===== src/rtl/pipelined_cla_adder.sv =====
// Two-stage pipelined carry-lookahead adder/subtractor with valid/ready flow.
// Stage 1 forms group generate/propagate, stage 2 resolves carries and flags.
module pipelined_cla_adder #(
  parameter int WIDTH = 32,
  parameter int GROUP = 4
) (
  input  logic             clk,
  input  logic             reset,
  input  logic             in_valid,
  output logic             in_ready,
  input  logic [WIDTH-1:0] A,
  input  logic [WIDTH-1:0] B,
  input  logic             Cin,
  input  logic             Sub,
  output logic             out_valid,
  input  logic             out_ready,
  output logic [WIDTH-1:0] Sum,
  output logic             Cout,
  output logic             Ovf,
  output logic             Zero
);

  localparam int NG  = WIDTH / GROUP;
  localparam int MSB = WIDTH - 1;

  logic [WIDTH-1:0] bx;
  logic [WIDTH-1:0] g0;
  logic [WIDTH-1:0] p0;
  logic [NG-1:0]    gg0;
  logic [NG-1:0]    pp0;

  logic             s1_valid;
  logic [WIDTH-1:0] s1_a;
  logic [WIDTH-1:0] s1_bx;
  logic             s1_cin;
  logic [NG-1:0]    s1_gg;
  logic [NG-1:0]    s1_pp;

  logic [WIDTH-1:0] g1;
  logic [WIDTH-1:0] p1;
  logic [NG:0]      gc;
  logic [WIDTH-1:0] bc;
  logic [WIDTH-1:0] sum_n;
  logic             ovf_n;
  logic             s2_load;

  assign bx = Sub ? ~B : B;
  assign g0 = A & bx;
  assign p0 = A ^ bx;

  // Group G is the sum-of-products lookahead over the group's bits.
  always_comb begin : grp_gp
    logic t;
    t   = 1'b0;
    gg0 = '0;
    pp0 = '1;
    for (int k = 0; k < NG; k++) begin
      for (int i = 0; i < GROUP; i++) begin
        t = g0[k*GROUP+i];
        for (int j = i + 1; j < GROUP; j++)
          t = t & p0[k*GROUP+j];
        gg0[k] = gg0[k] | t;
        pp0[k] = pp0[k] & p0[k*GROUP+i];
      end
    end
  end

  assign s2_load  = !out_valid | out_ready;
  assign in_ready = !s1_valid | s2_load;

  always_ff @(posedge clk) begin
    if (in_valid && in_ready) begin
      s1_a   <= A;
      s1_bx  <= bx;
      s1_cin <= Cin;
      s1_gg  <= gg0;
      s1_pp  <= pp0;
    end
  end

  assign g1 = s1_a & s1_bx;
  assign p1 = s1_a ^ s1_bx;

  // Every group carry is a flat product-of-terms; nothing ripples between groups.
  always_comb begin : grp_carry
    logic t;
    t  = 1'b0;
    gc = '0;
    for (int k = 0; k <= NG; k++) begin
      t = s1_cin;
      for (int m = 0; m < k; m++)
        t = t & s1_pp[m];
      gc[k] = t;
      for (int j = 0; j < k; j++) begin
        t = s1_gg[j];
        for (int m = j + 1; m < k; m++)
          t = t & s1_pp[m];
        gc[k] = gc[k] | t;
      end
    end
  end

  always_comb begin : bit_carry
    logic t;
    t  = 1'b0;
    bc = '0;
    for (int k = 0; k < NG; k++) begin
      for (int i = 0; i < GROUP; i++) begin
        t = gc[k];
        for (int m = 0; m < i; m++)
          t = t & p1[k*GROUP+m];
        bc[k*GROUP+i] = t;
        for (int j = 0; j < i; j++) begin
          t = g1[k*GROUP+j];
          for (int m = j + 1; m < i; m++)
            t = t & p1[k*GROUP+m];
          bc[k*GROUP+i] = bc[k*GROUP+i] | t;
        end
      end
    end
  end

  assign sum_n = p1 ^ bc;
  assign ovf_n = (s1_a[MSB] == s1_bx[MSB]) &
                 (sum_n[MSB] != s1_a[MSB]);

  always_ff @(posedge clk) begin
    if (reset) begin
      s1_valid  <= 1'b0;
      out_valid <= 1'b0;
      Sum       <= '0;
      Cout      <= 1'b0;
      Ovf       <= 1'b0;
      Zero      <= 1'b0;
    end else begin
      if (in_ready)
        s1_valid <= in_valid;
      if (s2_load)
        out_valid <= s1_valid;
      if (s2_load && s1_valid) begin
        Sum  <= sum_n;
        Cout <= gc[NG];
        Ovf  <= ovf_n;
        Zero <= ~|sum_n;
      end
    end
  end

endmodule


===== config.mk =====
export PLATFORM = sky130hd
export DESIGN_NAME = pipelined_cla_adder
export DESIGN_NICKNAME = d
export VERILOG_FILES = /design/src/rtl/pipelined_cla_adder.sv
export SDC_FILE = /design/constraint.sdc
export NUM_CORES = 1
export LEC_CHECK = 0
export CAP_MARGIN = 0
export CORE_UTILIZATION = 53
export CTS_CLUSTER_SIZE = 30
export DETAILED_ROUTE_END_ITERATION = 8
export PLACE_DENSITY = 0.78
export SLEW_MARGIN = 30
export SYNTH_ARGS = -nofsm -noshare
export SYNTH_HDL_FRONTEND = slang
export SYNTH_SLANG_ARGS = --single-unit
export TNS_END_PERCENT = 100

===== constraint.sdc =====
create_clock -name clk -period 3.75 [get_ports clk]
set_input_delay 0.75 -clock clk [delete_from_list [all_inputs] [get_ports clk]]
set_output_delay 0.75 -clock clk [all_outputs]
set_load 0.02 [all_outputs]

# == Word-level counts from Yosys, hierarchy flattened ==
# Index checks and enable logic that the tools add are counted.
# totals
output_inout_bits,37
mem_bits_ro,0
n_memories,0
latch_bits,0
in_bits,70
elab_cells,293
regBits,118
ramBits,0
# classes
n_lt_le_gt_ge,0
n_bitwise,273
multipliers,0
eq_ne,2
mux,1
shift,0
div,0
n_reduce_logical,6
add_sub_neg,0
# op_table
op,count
$and A1 B1 Y1,157
$or A1 B1 Y1,110
$xor A32 B32 Y32,3
$and A32 B32 Y32,1
$mux W32,1
$not A32 Y32,1
$reduce_or A32 Y1,1
$and A31 B31 Y31,1
$logic_not A1 Y1,3
$logic_and A1 B1 Y1,2
$eq A1 B1 Y1,1
$ne A1 B1 Y1,1

# == Depth between registers and ports, before layout ==
# logic_depth
depth_word,23
ltp_mapped,10
ltp_nobuf,10

# == Worst setup path before layout ==
# OpenSTA, ideal clock, no wires.
# synth_timing
path_kind,input to register
startpoint,in out_ready
endpoint,"reg s1_a[0], enable pin"
setup_ps,448
n_path_buf,0
slack_ps,381
arrival_ps,2921
stages,3
required_time_ps,3302
cell_sequence,nor2b_1 nand2_1 and2_1
# synth_between
elab_chain_cells,3
# synth_rtl
element,line_no,source
start: declaration,16,"input logic out_ready,"
$or A1 B1 Y1,68,assign s2_load = !out_valid | out_ready;
$or A1 B1 Y1,69,assign in_ready = !s1_valid | s2_load;
named net in_ready,10,"output logic in_ready,"
$logic_and A1 B1 Y1,72,if (in_valid && in_ready) begin
end signal: assignment,73,s1_a <= A;
end: declaration,33,logic [WIDTH-1:0] s1_a;
# The timed path passes the listed nets, and every way through them passes these cells.
# A chain may end at the register's enable or synchronous reset.

# == Worst setup path in the final report ==
# layout_timing
startpoint,reg s1_cin
endpoint,reg Zero
# layout_between
elab_chain_cells,23
elab_cells_between_ends,110
classes_between,108 x bitwise; 2 x reduce/logical
# layout_rtl
element,line_no,source
start: declaration,35,logic s1_cin;
start signal: assignment,75,s1_cin <= Cin;
$and A1 B1 Y1 (7 in series),92,t = t & s1_pp[m];
$or A1 B1 Y1 (7 in series),98,gc[k] = gc[k] | t;
$and A1 B1 Y1 (3 in series),111,t = t & p1[k*GROUP+m];
$or A1 B1 Y1 (3 in series),117,bc[k*GROUP+i] = bc[k*GROUP+i] | t;
$xor A32 B32 Y32 *,123,assign sum_n = p1 ^ bc;
$reduce_or A32 Y1 *,144,Zero <= ~|sum_n;
$logic_not A1 Y1 *,144,
end signal: assignment,144,
end: declaration,20,output logic Zero
# Every way passes the cells marked *; elsewhere a longest branch is shown, timed or not.

==> reports/metrics.csv <==
stage;metric;value;unit
worst_setup_path;cp_max_fo;4;
clock_tree;cts_buffer_depth;2;
worst_setup_path;cp_num_buf_inv;0;
timing;finalCritPeriodShare;0.743;
placed_design;hpwl;9310;um
placed_design;placed_area;7170;um^2
layout;diodes;0;
yosys;synth.avg_cell_area;12.1;um^2
pwr;p_leak;0.00297;uW
pwr;p_per_area;480;nW/um^2
route;vias;4106;
run;cap_violations;0;
grt;antenna_found_initial;0;
timing;setup_tns;0;ps
worst_setup_path;cp_top_family;compound AO/OA/AOI/OAI gates;
timing;period_minus_slack;2790;ps
layout;nNetsFinal;747;
route;wl_per_cell;16.0;um
clock_tree;cts_tree;built;
route;dr_wl_met2;6130;um
clock_tree;postCtsHoldBufs;0;
die;start_util;0.548;
die;dieArea;11700;um^2
timing;relSlewSlack;0.360;
worst_setup_path;required;4180;ps
clock_tree;root_buffer;clkbuf_8;
yosys;seq_area_frac_synth;0.532;
timing;finClkSkew;12.5;ps
pwr;ir_drop;241;uV
route;wl_met3;660;um
route;detail_route.first_pass.iterations;4;
route;first_iter_violations;218;
yosys;synthCells;491;
yosys;synth_area;5960;um^2
timing;hold_viol;0;
layout;drive_gt1_frac;0.0631;
clock_tree;cts_resized;0;
route;totalWireLength;12100;um
worst_setup_path;startpoint_type;flip-flop;
timing;setup_violations;0;
clock_tree;h-tree-depth;4;
worst_setup_path;path_cells;a211oi_2 -> o21ai_1 -> and2_1 -> a21o_1 -> fa_1 -> xnor2_1 -> nand4_1 -> nor4_1 -> nand4_1 -> o21ai_1;
yosys;yosys_warnings;0;
layout;syn2layout_area_growth;29.3;%
pwr;power;3700;uW
yosys;synth-seq-cells;118;
yosys;synth-async-reset-ratio;0;
route;drc;0;
outcome;status;finished clean;
route;wl_met1;5220;um
placed_design;routabilityCongestion;0.805;
die;die_x;108;um
timing;timing.fmax;0.359;GHz
die;coreArea;10900;um^2
grt;grt_max_degree;42;
clock_tree;clk_pin_slew_worst_paths;60;ps
die;fp.dieH;108;um
route;dr.max_layer_used;met4;
worst_setup_path;critPathSlowestCell;edfxtp_1;
clock_tree;cts_setup_buffers;0;
die;rows;38;
layout;design_area;7710;um^2
yosys;synth_cell_type_count;39;
grt;grt.overflow.total;0;
worst_setup_path;critical_path_arrival;3220;ps
route;postRouteAntennaNets;0;
hold_path;hp-class;reg2reg;
clock_tree;cts_buffers;17;
grt;grt_pass1_vias;4098;
clock_tree;cts.sink_count;118;
worst_setup_path;path_class;reg2reg;
yosys;syn-num-nets;633;
grt;grtUsageTotal;0.223;
grt;grt_pass1_wl;19600;um
route;vias_per_cell;5.42;
yosys;synth_edf_count;81;
timing;slew_violations;0;
timing;rsz0062_at_grt;false;
placed_design;io_buffers;106;
yosys;yosys_most_used_dff;edfxtp_1;
clock_tree;clock_latency;510;ps
worst_setup_path;cpPeakStageDelay;480;ps
timing;worst_pin_slew;958;ps
layout;finalCoreUtilization;0.708;
worst_setup_path;setup.worst_path.end_class;flip-flop;
die;num_io_pins;107;
-- kinds of logic (layout without fill, tap and decap cells) --
logic type | Yosys count | count (layout) | synth area share
DFF | 118 | 118 | 0.532
xor gates and xnor gates | 50 | 50 | 0.0734
buffers and inverters | 15 | 142 | 0.0113
adders and majority gates | 72 | 72 | 0.161
AOI/OAI and AO/OA | 95 | 95 | 0.101
and+or+nand+nor | 141 | 141 | 0.121
-- final timing paths --
path | start | end | slack (ps) | cells after the start
setup reg to reg | s1_cin | Zero | 960 | 10
hold reg to reg | Sum[26] | Sum[26] | 450 | 2
setup / recovery | s1_cin | Zero | 960 | 10
hold / removal | Sum[26] | Sum[26] | 450 | 2
-- placed cells by master (no fill, tap or decap), types with 16 or more instances in the layout --
cell type,netlist,layout
a21oi_1,34,34
clkbuf_16,0,16
clkdlybuf4s50_1,0,105
dfxtp_1,37,37
edfxtp_1,81,81
ha_1,64,64
nand2_1,39,39
nor2_1,26,26
nor3_1,19,19
o21ai_0,18,18
xor2_1,40,40
-- power breakdown --
part,total [uW],internal (uW),leakage (uW),switching [uW]
combinational,699,326,0.00161,373
sequential,1570,1510,0.00110,56.0
clock,1440,896,0.000260,539
-- synth_stat cells, drive strengths merged, types with 5 or more instances --
| cell type | n | area share |
|---|---|---|
| clkbuf | 5 | 0.0031 |
| o21a | 6 | 0.0076 |
| a21oi | 34 | 0.029 |
| o211ai | 7 | 0.0088 |
| ha | 64 | 0.13 |
| fa | 8 | 0.027 |
| edfxtp | 81 | 0.41 |
| nor2b | 12 | 0.013 |
| a211oi | 11 | 0.015 |
| dfxtp | 37 | 0.12 |
| and3 | 6 | 0.0063 |
| nor3 | 19 | 0.016 |
| nor2 | 26 | 0.016 |
| o21ai | 20 | 0.017 |
| buf | 10 | 0.0082 |
| xor2 | 40 | 0.059 |
| and4 | 8 | 0.012 |
| nor4 | 6 | 0.0073 |
| xnor2 | 10 | 0.015 |
| or2 | 6 | 0.0063 |
| nand2b | 10 | 0.010 |
| nand2 | 39 | 0.025 |
| a21o | 5 | 0.0063 |
-- state kept, by name, summed over array words and instances, names as in the netlist --
register,count
s1_pp,8
Zero,1
s1_cin,1
Cout,1
Ovf,1
s1_a,32
Sum,32
out_valid,1
s1_gg,8
s1_valid,1
s1_bx,32
-- per-layer routing --
metal	GRT usage	vias to the layer above
met1	0.270	1943
met4	0.0695	0
met2	0.387	113
met5	0	-
li1	-	2040
met3	0.0597	10
-- worst register-to-register path, stage by stage (launching register included) --
cell and delay (ps):
edfxtp_1 480, a211oi_2 330, o21ai_1 160, and2_1 210, a21o_1 230, fa_1 380, xnor2_1 250, nand4_1 130
nor4_1 270, nand4_1 120, o21ai_1 140
-- area by class of cell --
class	count	area, um^2
Fill cell	760	3170
Tap cell	140	175
Multi-Input combinational cell	358	2730
Sequential cell	118	3170
Clock inverter	7	46.3
Clock buffer	25	494
Timing Repair Buffer	110	1100
-- per-stage QoR --
stage               hold WS, ps  std cells  setup WS [ps]
floorplan                   507        491            381
global placement            446        726           1040
global route                485        758            702
detailed placement          446        726            990
finish                      452        758            964
CTS                         453        758            936
(Power assumes the default switching activity.)
